[src/rtl/bpmc_pkg.sv]
// Shared definitions for the bipolar pulse-shaping sequencer.
//   - seq_state_e   : sequencer FSM state encoding
//   - CNT_W_DEF     : default width of Width/Period and the cycle counter
//   - BURST_W_DEF   : default width of the burst-count field
//   - cfg_ok()      : configuration check applied to an accepted Start
package bpmc_pkg;

    localparam int unsigned CNT_W_DEF   = 16;
    localparam int unsigned BURST_W_DEF = 8;

    typedef enum logic [1:0] {
        ST_IDLE = 2'd0,
        ST_ARM  = 2'd1,
        ST_HIGH = 2'd2,
        ST_LOW  = 2'd3
    } seq_state_e;

    // A pulse needs at least one high cycle and at least one low cycle.
    function automatic logic cfg_ok(input logic [31:0] width, input logic [31:0] period);
        return (width != 32'd0) && (period > width);
    endfunction

endpackage

[src/rtl/bpmc_pulse_sequencer_if.sv]
// Control/strobe bundle of the pulse sequencer.
//   master : the controller side (drives Start/Stop/config, sees strobes)
//   slave  : the sequencer side
// Signals:
//   Start, Stop, Width[CNT_W], Period[CNT_W], Burst[BURST_W]  (master -> slave)
//   Front_out, Rear_out, Busy, Done, Cfg_Err                  (slave -> master)
//   Trig  (master -> slave, only when BPMC_SEQ_TRIG_EN is defined)
interface bpmc_pulse_sequencer_if #(
    parameter int CNT_W   = 16,
    parameter int BURST_W = 8
);
    logic               Start;
    logic               Stop;
    logic [CNT_W-1:0]   Width;
    logic [CNT_W-1:0]   Period;
    logic [BURST_W-1:0] Burst;
`ifdef BPMC_SEQ_TRIG_EN
    logic               Trig;
`endif
    logic               Front_out;
    logic               Rear_out;
    logic               Busy;
    logic               Done;
    logic               Cfg_Err;

    modport master (
        output Start, Stop, Width, Period, Burst,
`ifdef BPMC_SEQ_TRIG_EN
        output Trig,
`endif
        input  Front_out, Rear_out, Busy, Done, Cfg_Err
    );

    modport slave (
        input  Start, Stop, Width, Period, Burst,
`ifdef BPMC_SEQ_TRIG_EN
        input  Trig,
`endif
        output Front_out, Rear_out, Busy, Done, Cfg_Err
    );

endinterface

[src/rtl/bpmc_seq_counter.sv]
// Cycle counter of the pulse sequencer.
// Ports:
//   Clock, Reset : rising-edge clock, synchronous active-high reset
//   clr          : force the count to 0 on the next edge (otherwise +1)
//   width        : latched pulse width
//   period       : latched pulse period
//   rear_next    : the next cycle is the cnt == width cycle (Rear strobe)
//   last_cyc     : current cycle is cnt == period-1
// Because the strobes are registered in the FSM, the Rear compare looks
// one cycle ahead (cnt == width-1) so that Rear_out is high when cnt == width.
module bpmc_seq_counter #(
    parameter int CNT_W = 16
) (
    input  logic             Clock,
    input  logic             Reset,
    input  logic             clr,
    input  logic [CNT_W-1:0] width,
    input  logic [CNT_W-1:0] period,
    output logic             rear_next,
    output logic             last_cyc
);

    localparam logic [CNT_W-1:0] CNT_ONE  = {{(CNT_W-1){1'b0}}, 1'b1};
    localparam logic [CNT_W-1:0] CNT_ZERO = {CNT_W{1'b0}};

    logic [CNT_W-1:0] cnt_r;

    // Free-running cycle count, cleared by the FSM on Front cycles and when idle.
    always_ff @(posedge Clock) begin
        if (Reset) begin
            cnt_r <= CNT_ZERO;
        end else if (clr) begin
            cnt_r <= CNT_ZERO;
        end else begin
            cnt_r <= cnt_r + CNT_ONE;
        end
    end

    assign rear_next = (cnt_r == (width - CNT_ONE));
    assign last_cyc  = (cnt_r == (period - CNT_ONE));

endmodule

[src/rtl/bpmc_pulse_sequencer.sv]
// Pulse sequencer for the bipolar pulse-shaping path: issues the Front
// strobe (to DIN_1) and the Rear strobe (to DIN_2) for bursts or continuous
// trains, with a graceful stop that never drops a pending Rear edge.
// Ports:
//   Clock : system clock, rising edge
//   Reset : synchronous active-high reset (downstream pulse stages must
//           share it, since a reset mid-pulse drops the Rear strobe)
//   bus   : bpmc_pulse_sequencer_if.slave (Start/Stop/Width/Period/Burst in,
//           Front_out/Rear_out/Busy/Done/Cfg_Err out; Trig with the macro)
// Build option: BPMC_SEQ_TRIG_EN adds the Trig input and the ARM state; an
// accepted Start then waits in ARM until Trig is sampled high.
module bpmc_pulse_sequencer
    import bpmc_pkg::*;
#(
    parameter int CNT_W   = CNT_W_DEF,
    parameter int BURST_W = BURST_W_DEF
) (
    input  logic                    Clock,
    input  logic                    Reset,
    bpmc_pulse_sequencer_if.slave   bus
);

    localparam logic [BURST_W-1:0] BURST_ONE  = {{(BURST_W-1){1'b0}}, 1'b1};
    localparam logic [BURST_W-1:0] BURST_ZERO = {BURST_W{1'b0}};
    localparam logic [CNT_W-1:0]   CNT_ZERO   = {CNT_W{1'b0}};

    seq_state_e         state_r;
    logic [CNT_W-1:0]   width_r;
    logic [CNT_W-1:0]   period_r;
    logic [BURST_W-1:0] rem_r;        // pulses still to issue after the current one
    logic               cont_r;       // continuous mode (Burst == 0)
    logic               stop_pend_r;  // Stop seen in HIGH, finish after Rear
    logic               front_r;
    logic               rear_r;
    logic               busy_r;
    logic               done_r;
    logic               cfg_err_r;

    logic               clr_s;
    logic               rear_next_s;
    logic               last_cyc_s;
    logic               cfg_ok_s;

    assign cfg_ok_s = cfg_ok(32'(bus.Width), 32'(bus.Period));

    bpmc_seq_counter #(
        .CNT_W (CNT_W)
    ) u_counter (
        .Clock     (Clock),
        .Reset     (Reset),
        .clr       (clr_s),
        .width     (width_r),
        .period    (period_r),
        .rear_next (rear_next_s),
        .last_cyc  (last_cyc_s)
    );

    // Counter clear: counting only runs inside a pulse; leaving LOW (new Front or end) restarts it.
    always_comb begin
        clr_s = 1'b1;
        case (state_r)
            ST_HIGH: clr_s = 1'b0;
            ST_LOW:  clr_s = bus.Stop | stop_pend_r | last_cyc_s;
            default: clr_s = 1'b1;
        endcase
    end

    // Sequencer FSM with burst accounting, stop-pending flag and registered strobes.
    always_ff @(posedge Clock) begin
        if (Reset) begin
            state_r     <= ST_IDLE;
            width_r     <= CNT_ZERO;
            period_r    <= CNT_ZERO;
            rem_r       <= BURST_ZERO;
            cont_r      <= 1'b0;
            stop_pend_r <= 1'b0;
            front_r     <= 1'b0;
            rear_r      <= 1'b0;
            busy_r      <= 1'b0;
            done_r      <= 1'b0;
            cfg_err_r   <= 1'b0;
        end else begin
            front_r   <= 1'b0;
            rear_r    <= 1'b0;
            done_r    <= 1'b0;
            cfg_err_r <= 1'b0;
            case (state_r)
                ST_IDLE: begin
                    stop_pend_r <= 1'b0;
                    // Stop has priority over a simultaneous Start.
                    if (bus.Start && !bus.Stop) begin
                        width_r  <= bus.Width;
                        period_r <= bus.Period;
                        rem_r    <= bus.Burst - BURST_ONE;
                        cont_r   <= (bus.Burst == BURST_ZERO);
                        if (cfg_ok_s) begin
                            busy_r <= 1'b1;
`ifdef BPMC_SEQ_TRIG_EN
                            state_r <= ST_ARM;
`else
                            state_r <= ST_HIGH;
                            front_r <= 1'b1;
`endif
                        end else begin
                            cfg_err_r <= 1'b1;
                        end
                    end
                end
                ST_ARM: begin
`ifdef BPMC_SEQ_TRIG_EN
                    if (bus.Stop) begin
                        state_r <= ST_IDLE;
                        busy_r  <= 1'b0;
                        done_r  <= 1'b1;
                    end else if (bus.Trig) begin
                        state_r <= ST_HIGH;
                        front_r <= 1'b1;
                    end
`else
                    state_r <= ST_IDLE;
                    busy_r  <= 1'b0;
`endif
                end
                ST_HIGH: begin
                    if (bus.Stop) begin
                        stop_pend_r <= 1'b1;
                    end
                    if (rear_next_s) begin
                        state_r <= ST_LOW;
                        rear_r  <= 1'b1;
                    end
                end
                ST_LOW: begin
                    if (bus.Stop || stop_pend_r) begin
                        state_r     <= ST_IDLE;
                        busy_r      <= 1'b0;
                        done_r      <= 1'b1;
                        stop_pend_r <= 1'b0;
                    end else if (last_cyc_s) begin
                        if (!cont_r && (rem_r == BURST_ZERO)) begin
                            state_r <= ST_IDLE;
                            busy_r  <= 1'b0;
                            done_r  <= 1'b1;
                        end else begin
                            state_r <= ST_HIGH;
                            front_r <= 1'b1;
                            if (!cont_r) begin
                                rem_r <= rem_r - BURST_ONE;
                            end
                        end
                    end
                end
                default: begin
                    state_r <= ST_IDLE;
                    busy_r  <= 1'b0;
                end
            endcase
        end
    end

    assign bus.Front_out = front_r;
    assign bus.Rear_out  = rear_r;
    assign bus.Busy      = busy_r;
    assign bus.Done      = done_r;
    assign bus.Cfg_Err   = cfg_err_r;

endmodule
[src/flat_wrapper.sv]
// flat-port wrapper written by rule: the top's interface ports become plain ports
module bpmc_pulse_sequencer_flat import bpmc_pkg::*;
#(
    parameter int CNT_W   = CNT_W_DEF,
    parameter int BURST_W = BURST_W_DEF
)
  (Clock, Reset, bus_Start, bus_Stop, bus_Width, bus_Period, bus_Burst, bus_Front_out, bus_Rear_out, bus_Busy, bus_Done, bus_Cfg_Err);
  bpmc_pulse_sequencer_if #(.CNT_W(CNT_W), .BURST_W(BURST_W)) bus_i ();
  input  logic Clock;
  input  logic Reset;
  input wire logic [$bits(bus_i.Start)-1:0] bus_Start;
  input wire logic [$bits(bus_i.Stop)-1:0] bus_Stop;
  input wire logic [$bits(bus_i.Width)-1:0] bus_Width;
  input wire logic [$bits(bus_i.Period)-1:0] bus_Period;
  input wire logic [$bits(bus_i.Burst)-1:0] bus_Burst;
  output wire logic [$bits(bus_i.Front_out)-1:0] bus_Front_out;
  output wire logic [$bits(bus_i.Rear_out)-1:0] bus_Rear_out;
  output wire logic [$bits(bus_i.Busy)-1:0] bus_Busy;
  output wire logic [$bits(bus_i.Done)-1:0] bus_Done;
  output wire logic [$bits(bus_i.Cfg_Err)-1:0] bus_Cfg_Err;
  assign bus_i.Start = bus_Start;
  assign bus_i.Stop = bus_Stop;
  assign bus_i.Width = bus_Width;
  assign bus_i.Period = bus_Period;
  assign bus_i.Burst = bus_Burst;
  assign bus_Front_out = bus_i.Front_out;
  assign bus_Rear_out = bus_i.Rear_out;
  assign bus_Busy = bus_i.Busy;
  assign bus_Done = bus_i.Done;
  assign bus_Cfg_Err = bus_i.Cfg_Err;
  bpmc_pulse_sequencer #(.CNT_W(CNT_W), .BURST_W(BURST_W)) u_core (.Clock(Clock), .Reset(Reset), .bus(bus_i));
endmodule
[config.mk]
export PLATFORM = sky130hd
export DESIGN_NAME = bpmc_pulse_sequencer_flat
export DESIGN_NICKNAME = d
export VERILOG_FILES = /design/src/rtl/bpmc_pkg.sv /design/src/rtl/bpmc_pulse_sequencer_if.sv /design/src/rtl/bpmc_seq_counter.sv /design/src/rtl/bpmc_pulse_sequencer.sv /design/src/flat_wrapper.sv
export SDC_FILE = /design/constraint.sdc
export NUM_CORES = 1
export LEC_CHECK = 0
export CAP_MARGIN = 15
export CORE_AREA = 4 4 117 141
export CTS_CLUSTER_DIAMETER = 30
export CTS_CLUSTER_SIZE = 28
export DETAILED_ROUTE_END_ITERATION = 10
export DIE_AREA = 0 0 121 145
export GPL_ROUTABILITY_DRIVEN = 0
export PLACE_DENSITY = 0.52
export SLEW_MARGIN = 20
export SYNTH_ARGS = -nofsm -noshare
export SYNTH_HDL_FRONTEND = slang
export SYNTH_SLANG_ARGS = --single-unit
export TNS_END_PERCENT = 1
[constraint.sdc]
create_clock -name Clock -period 3.3 [get_ports Clock]
set_input_delay 0.33 -clock Clock [delete_from_list [all_inputs] [get_ports Clock]]
set_output_delay 0.33 -clock Clock [all_outputs]
set_load 0.02 [all_outputs]
==> reports/metrics.cfg <==
[floorplan]
die-area_sq_um=17500
rows=49
die_y_um=145
start_util_pct=29.7
die_w_um=121
core_sq_um=15000
ios=49

[synthesis]
synth_area_per_cell_sq_um=7.70
synth_area_sq_um=4460
ys_types=72
syn_nets=649
synth_edf_count=0
ys.flop_type=dfxtp_1
synth_seq_cells=65
synth_cells=580
yosys_warnings=0
async_flop_share_pct=0
synth_seq_area_share_pct=29.1

[pwr]
p_seq_share_pct=35.5
power_frac_comb_pct=25.2
intPower_w=0.00177
clkPwrFrac_pct=39.3
power_density_nw_per_um2=456
p_sw_w=0.000745
p_leak_nw=2.08
ir_drop_mv=0.207
switching_share_pct=29.6

[clock_network]
cts_root_buffer=clkbuf_16
htree_levels=3
clock_latency_ns=0.34
cts_hold_buf=0
cts_tree=done
clk_pin_slew_ns=0.05
cts_buffer_depth=2
postCtsSetupRepairBufs=0
cts_made_buffers=9
clkSinkCount=65
post_cts_resized=0

[global_route]
grt_pass1_wl_mm=21.4
grt_max_degree=35
grt-ovfl-total=0
grt_usage_pct=15.1
first_global_vias=4174
antenna_found_initial=0

[critical_path]
startpoint_type=register
arrival_ns=3.16
worst_setup_path_end_kind=register
crit_fanout=6
endpoint=u_core.state_r[1]$_SDFFE_PP0P_
r2r_cells=10
path_class=reg2reg
regToRegEndpoint=u_core.state_r[1]$_SDFFE_PP0P_
r2r_start=u_core.width_r[0]$_SDFFE_PP0P_
crit_required_ns=3.54
startpoint=u_core.width_r[0]$_SDFFE_PP0P_
r2r_slack_ns=0.38

[timing]
tightest_slew_ns=0.766
slew_violations=0
fmax_mhz=342
period_minus_slack_ns=2.92
fin_setup_tns_ns=0
rsz0062_at_grt=no
clock_skew_ns=0.00724
whs_ns=0.483
slew-limit-headroom_pct=48.8
timing.final.crit_share_pct=88.5
finalSetupViolations=0
hold_violations=0

[layout]
nets=696
areaGrowthSynthToFinish_pct=23.6
fillers=1567
drive_gt1_share_pct=8.23
final_cell_mix=85 x nand2_1, 65 x dfxtp_1, 61 x a21oi_1
final_common_cell=nand2_1
multiInputGateArea_sq_um=2890
diodes=0
ff_latch_area_sq_um=1300

[job]
maxCapViolations=0

[worst_hold_path]
hold_path.class=reg2reg

[detailed_routing]
maxUsedRoutingLayer=met4
met2_length_mm=6.23
antenna_left=0
dr.pass1.iters=4
routed_wl_mm=13.0
vias=4255
drtIter0Drc=199
routedWlPerCell_um=15.5
wl_met3_um=501
drc_errors=0
wl_met1_mm=5.93
vias_per_cell=5.09

[placed_design]
dp_hpwl_mm=10.3
port-buffer-count=48

[status]
outcome=complete, no violations

area by class of cell:
class	instances	share of cell area [%]
clock buffers	14	4.96
clock inverters	2	0.635
inverters	33	2.24
multi-input cells	451	52.4
well taps	204	4.62
flip-flops and latches	65	23.6
repair buffers	67	11.5
Yosys cell counts (10+ instances only):
cell | number | share of area [%]
nor4_1 | 17 | 2.4
nor2_1 | 47 | 4.0
nand2_1 | 85 | 7.1
o21ai_0 | 10 | 1.1
nand3_1 | 21 | 2.4
clkbuf_1 | 24 | 2.0
xor2_1 | 21 | 4.1
ha_1 | 25 | 7.0
xnor2_1 | 37 | 7.3
dfxtp_1 | 65 | 29
inv_1 | 32 | 2.7
a21oi_1 | 61 | 6.8
nor3_1 | 24 | 2.7
worst max-delay path: stages, from the launching register on:
cell       delay (ns)
dfxtp_1          0.36
inv_1            0.08
ha_1             0.24
or3b_1           0.46
nor4_1           0.33
mux2_1           0.35
mux2i_1          0.13
a32oi_1          0.11
a2111oi_4        0.38
o2111ai_1        0.17
a221oi_2         0.22
through the flow:
stage	util [%]	setup slack, ns	total power [W]	std cells	instance area [sq um]
floorplan	-	0.550	0.00133	580	4460
detailed placement	34.7	0.327	0.00154	820	5210
finish	36.7	0.380	0.00252	836	5520
global route	36.7	0.136	0.00265	836	5520
global placement	34.7	0.351	0.00153	820	5210
CTS	36.7	0.385	0.00254	836	5520
kinds of logic (layout without fill, tap and decap cells):
family | after synthesis | after routing | share of synthesized area, %
and+or+nand+nor | 239 | 239 | 26.4
AOI/OAI and AO/OA | 120 | 120 | 18.0
DFF | 65 | 65 | 29.1
buffers and inverters | 64 | 116 | 6.03
xor gates and xnor gates | 58 | 58 | 11.4
adders and majority gates | 25 | 25 | 7.01
muxes | 9 | 9 | 2.05
routing by layer:
layer | global-route usage [%] | vias to the layer above
met5 | 0 | -
met4 | 6.01 | 0
met3 | 2.61 | 26
met2 | 24.5 | 92
met1 | 19.8 | 1990
li1 | - | 2147
state kept, by name, summed over array words and instances (netlist names):
signal                  cells
u_core.rem_r                8
u_core.state_r              2
u_core.bus.Done             1
u_core.stop_pend_r          1
u_core.width_r             16
u_core.u_counter.cnt_r     16
u_core.bus.Cfg_Err          1
u_core.bus.Busy             1
u_core.period_r            16
u_core.bus.Front_out        1
u_core.bus.Rear_out         1
u_core.cont_r               1
power by group through the flow:
stage | Clock (W) | Combinational [W] | Sequential, W
after global placement | 0 | 0.000621 | 0.000908
final | 0.000991 | 0.000634 | 0.000893
after global routing | 0.00104 | 0.000705 | 0.000902
after detailed placement | 0 | 0.000631 | 0.000910
after CTS | 0.00101 | 0.000634 | 0.000893
after floorplan | 0 | 0.000439 | 0.000894
worst min-delay path by stage:
stage / depth (start not counted) / to / slack (ns) / start
finish: 2 / u_core.cont_r$_SDFFE_PP0P_ / 0.48 / u_core.cont_r$_SDFFE_PP0P_
floorplan: 2 / u_core.period_r[15]$_SDFFE_PP0P_ / 0.45 / u_core.period_r[15]$_SDFFE_PP0P_
detailed placement: 2 / u_core.cont_r$_SDFFE_PP0P_ / 0.48 / u_core.cont_r$_SDFFE_PP0P_
CTS: 2 / u_core.cont_r$_SDFFE_PP0P_ / 0.49 / u_core.cont_r$_SDFFE_PP0P_
global route: 2 / u_core.period_r[14]$_SDFFE_PP0P_ / 0.52 / u_core.period_r[14]$_SDFFE_PP0P_
global placement: 2 / u_core.width_r[7]$_SDFFE_PP0P_ / 0.48 / u_core.width_r[7]$_SDFFE_PP0P_
(Power assumes the default switching activity.)
==> patch (config.mk and constraints unchanged) <==
Set the package constant `BURST_W_DEF` to 12 (it was 8).
--- a/src/rtl/bpmc_pkg.sv
+++ b/src/rtl/bpmc_pkg.sv
@@ -6,7 +6,7 @@
 package bpmc_pkg;
 
     localparam int unsigned CNT_W_DEF   = 16;
-    localparam int unsigned BURST_W_DEF = 8;
+    localparam int unsigned BURST_W_DEF = 12;
 
     typedef enum logic [1:0] {
         ST_IDLE = 2'd0,
Interface: changed (resized bus_Burst); port bits go from 49 to 53. No check against the original RTL was run, so the function may have changed too.
==> patch against the original RTL <==
- die area unchanged
- total power is 28% higher
- synthesized area grew 15%
- wire length up 26%
- cell area increased by 12%
- sequential cell count is 4 higher
- sequential power rose by 22%
- via count up 24%
- core utilization up 4.3 points
- clock skew rose by 0.0028 ns
- worst hold slack lost 0.0059 ns
- setup slack got worse by 0.10 ns
- critical path type unchanged
- critical endpoint is now u_core.rem_r[11]$_SDFFE_PP0P_
==> patch: results (changes against the original RTL) <==
| Metric | Value |
|---|---|
| Outcome | completed |
| Hold Crit Class | reg -> reg |
| Yosys warning count | 0 (unchanged) |
| CTS clk-pin slew, worst paths | ~0.060 ns |
| Crit path DAT | 3.26 ns (+0.10 ns) |
| DRT Pass-1 Iters | 5 (+1) |
| Clock Skew | 0.01003 ns (+0.002785 ns) |
| Post-Route WL | 16.32 mm (+26%) |
| Pleak | 0.002234 uW (+7.6%) |
| Nets | 793 (+14%) |
| Worst-path fanout max | 14 (+8) |
| Pin slew with the least headroom to its limit | 0.7213 ns (-0.04490 ns) |
| # port buffers | 52 (+8.3%) |
| Post-synthesis sequential area ratio | 26.87% (-2.3 points) |
| Synth top area cells | dfxtp_1 27%, nand2_1 7.0%, ha_1 6.1% |
| Synth Net Count | 759 (+17%) |
| Post-CTS sizing | 0 (unchanged) |
| Vias in the first global route | 5,207 (+25%) |
| Clock tree buffer depth | 2 (unchanged) |
| DR iter-0 viols | 387 (+94%) |
| Worst-skew pair later-pin latency | 0.34 ns (about the same) |
| Placed Area | 5849 um^2 (+12%) |
| Share of layout cells above drive strength 1 | 6.492% (-1.7 points) |
| Cell variety after synth | 68 (-5.6%) |
| Global-route wire length before repair | 26.41 mm (+23%) |
| H-tree Lvls | 3 (unchanged) |
| Mapped Cells | 686 (+18%) |
| FILL cells | 1,554 (-0.83%) |
| Initial antenna violation count | 0 (unchanged) |
| Postcts setup bufs | 0 (unchanged) |
| Post-synth top cells | 96 x nand2_1, 69 x dfxtp_1, 57 x a21oi_1 |
| Tot GR Track Use | 18.84% (+3.8 points) |
| VDD IR max | 0.0002399 V (+16%) |
| Top flop regs | u_core.period_r x16, u_core.u_counter.cnt_r x16, u_core.width_r x16 |
| Hpwl dp | 12.41 mm (+21%) |
| Syn_area_per_cell | 7.493 um^2 (-2.7%) |
| TritonCTS clock tree | built |
| Largest net degree at the start of global routing | 44 (+26%) |
| Via count | 5,270 (+24%) |
| Diode count | 0 (unchanged) |
[patch: changes by cell type in the layout (fill, tap and decap cells not counted), moves of 7 or more]
cell	before	now
xor2_1	21	32
nor2_1	47	40
a31oi_1	2	10
mux2i_1	8	1
nand4_1	9	18
nor3_1	24	51
nand2_1	85	96
o311ai_0	0	7
[patch: worst max-delay path, stage by stage (launching register included)]
cell and delay [ns]:
dfxtp_1 0.45, inv_1 0.08, ha_1 0.23, nor3b_2 0.22
or3_1 0.44, a2111oi_4 0.48, nand4_4 0.30, or4_1 0.59
o211a_1 0.12
[patch: metrics by stage]
stage	hold WS, ns	std cells	setup slack (ns)	utilization [%]	power [uW]
6_report	0.4768	928	0.2757	41.03	3218
5_1_grt	0.5060	928	0.1152	41.03	3434
4_1_cts	0.4775	928	0.2540	41.03	3240
3_5_place_dp	0.4694	913	0.2218	38.94	2188
3_3_place_gp	0.4702	913	0.3645	38.94	2166
2_1_floorplan	0.4481	686	0.3684	-	1837
[patch: report_power, final]
| group | total [uW] | internal (uW) | switching (uW) |
|---|---|---|---|
| Combinational | 1090 | 453 | 640 |
| Sequential | 1090 | 937 | 152 |
| Clock | 1040 | 657 | 379 |
[patch: path summary, 6_finish.rpt]
path	startpoint	endpoint	slack (ns)	cells past startpoint
max	u_core.period_r[0]$_SDFFE_PP0P_	u_core.rem_r[11]$_SDFFE_PP0P_	0.28	8
min	u_core.period_r[15]$_SDFFE_PP0P_	u_core.period_r[15]$_SDFFE_PP0P_	0.48	2
max reg2reg	u_core.period_r[0]$_SDFFE_PP0P_	u_core.rem_r[11]$_SDFFE_PP0P_	0.28	8
min reg2reg	u_core.period_r[15]$_SDFFE_PP0P_	u_core.period_r[15]$_SDFFE_PP0P_	0.48	2
[patch: cell type report]
type	count	share of cell area, %
clock inverters	6	1.441
inverters	36	2.192
repair buffers	69	10.43
clock buffers	9	3.654
well taps	204	4.141
flip-flops and latches	69	22.41
multi-input cells	535	55.72
[patch: cells by family after synthesis]
logic type	Yosys count	synth area share, %
flip-flops	69	26.87
XOR/XNOR	65	11.08
multiplexers	1	0.1947
AND/OR/NAND/NOR	290	28.77
buffers and inverters	82	6.353
adder cells (fa/ha/maj)	25	6.086
AO/OA/AOI/OAI	154	20.64
[patch: routing by layer]
metal,track usage [%],routed length [um],part of all wire (%)
met1,21.98,6643,41
met2,31.99,8087,50
met3,2.842,673,4.1
met4,11.68,914,5.6
met5,0,0,0
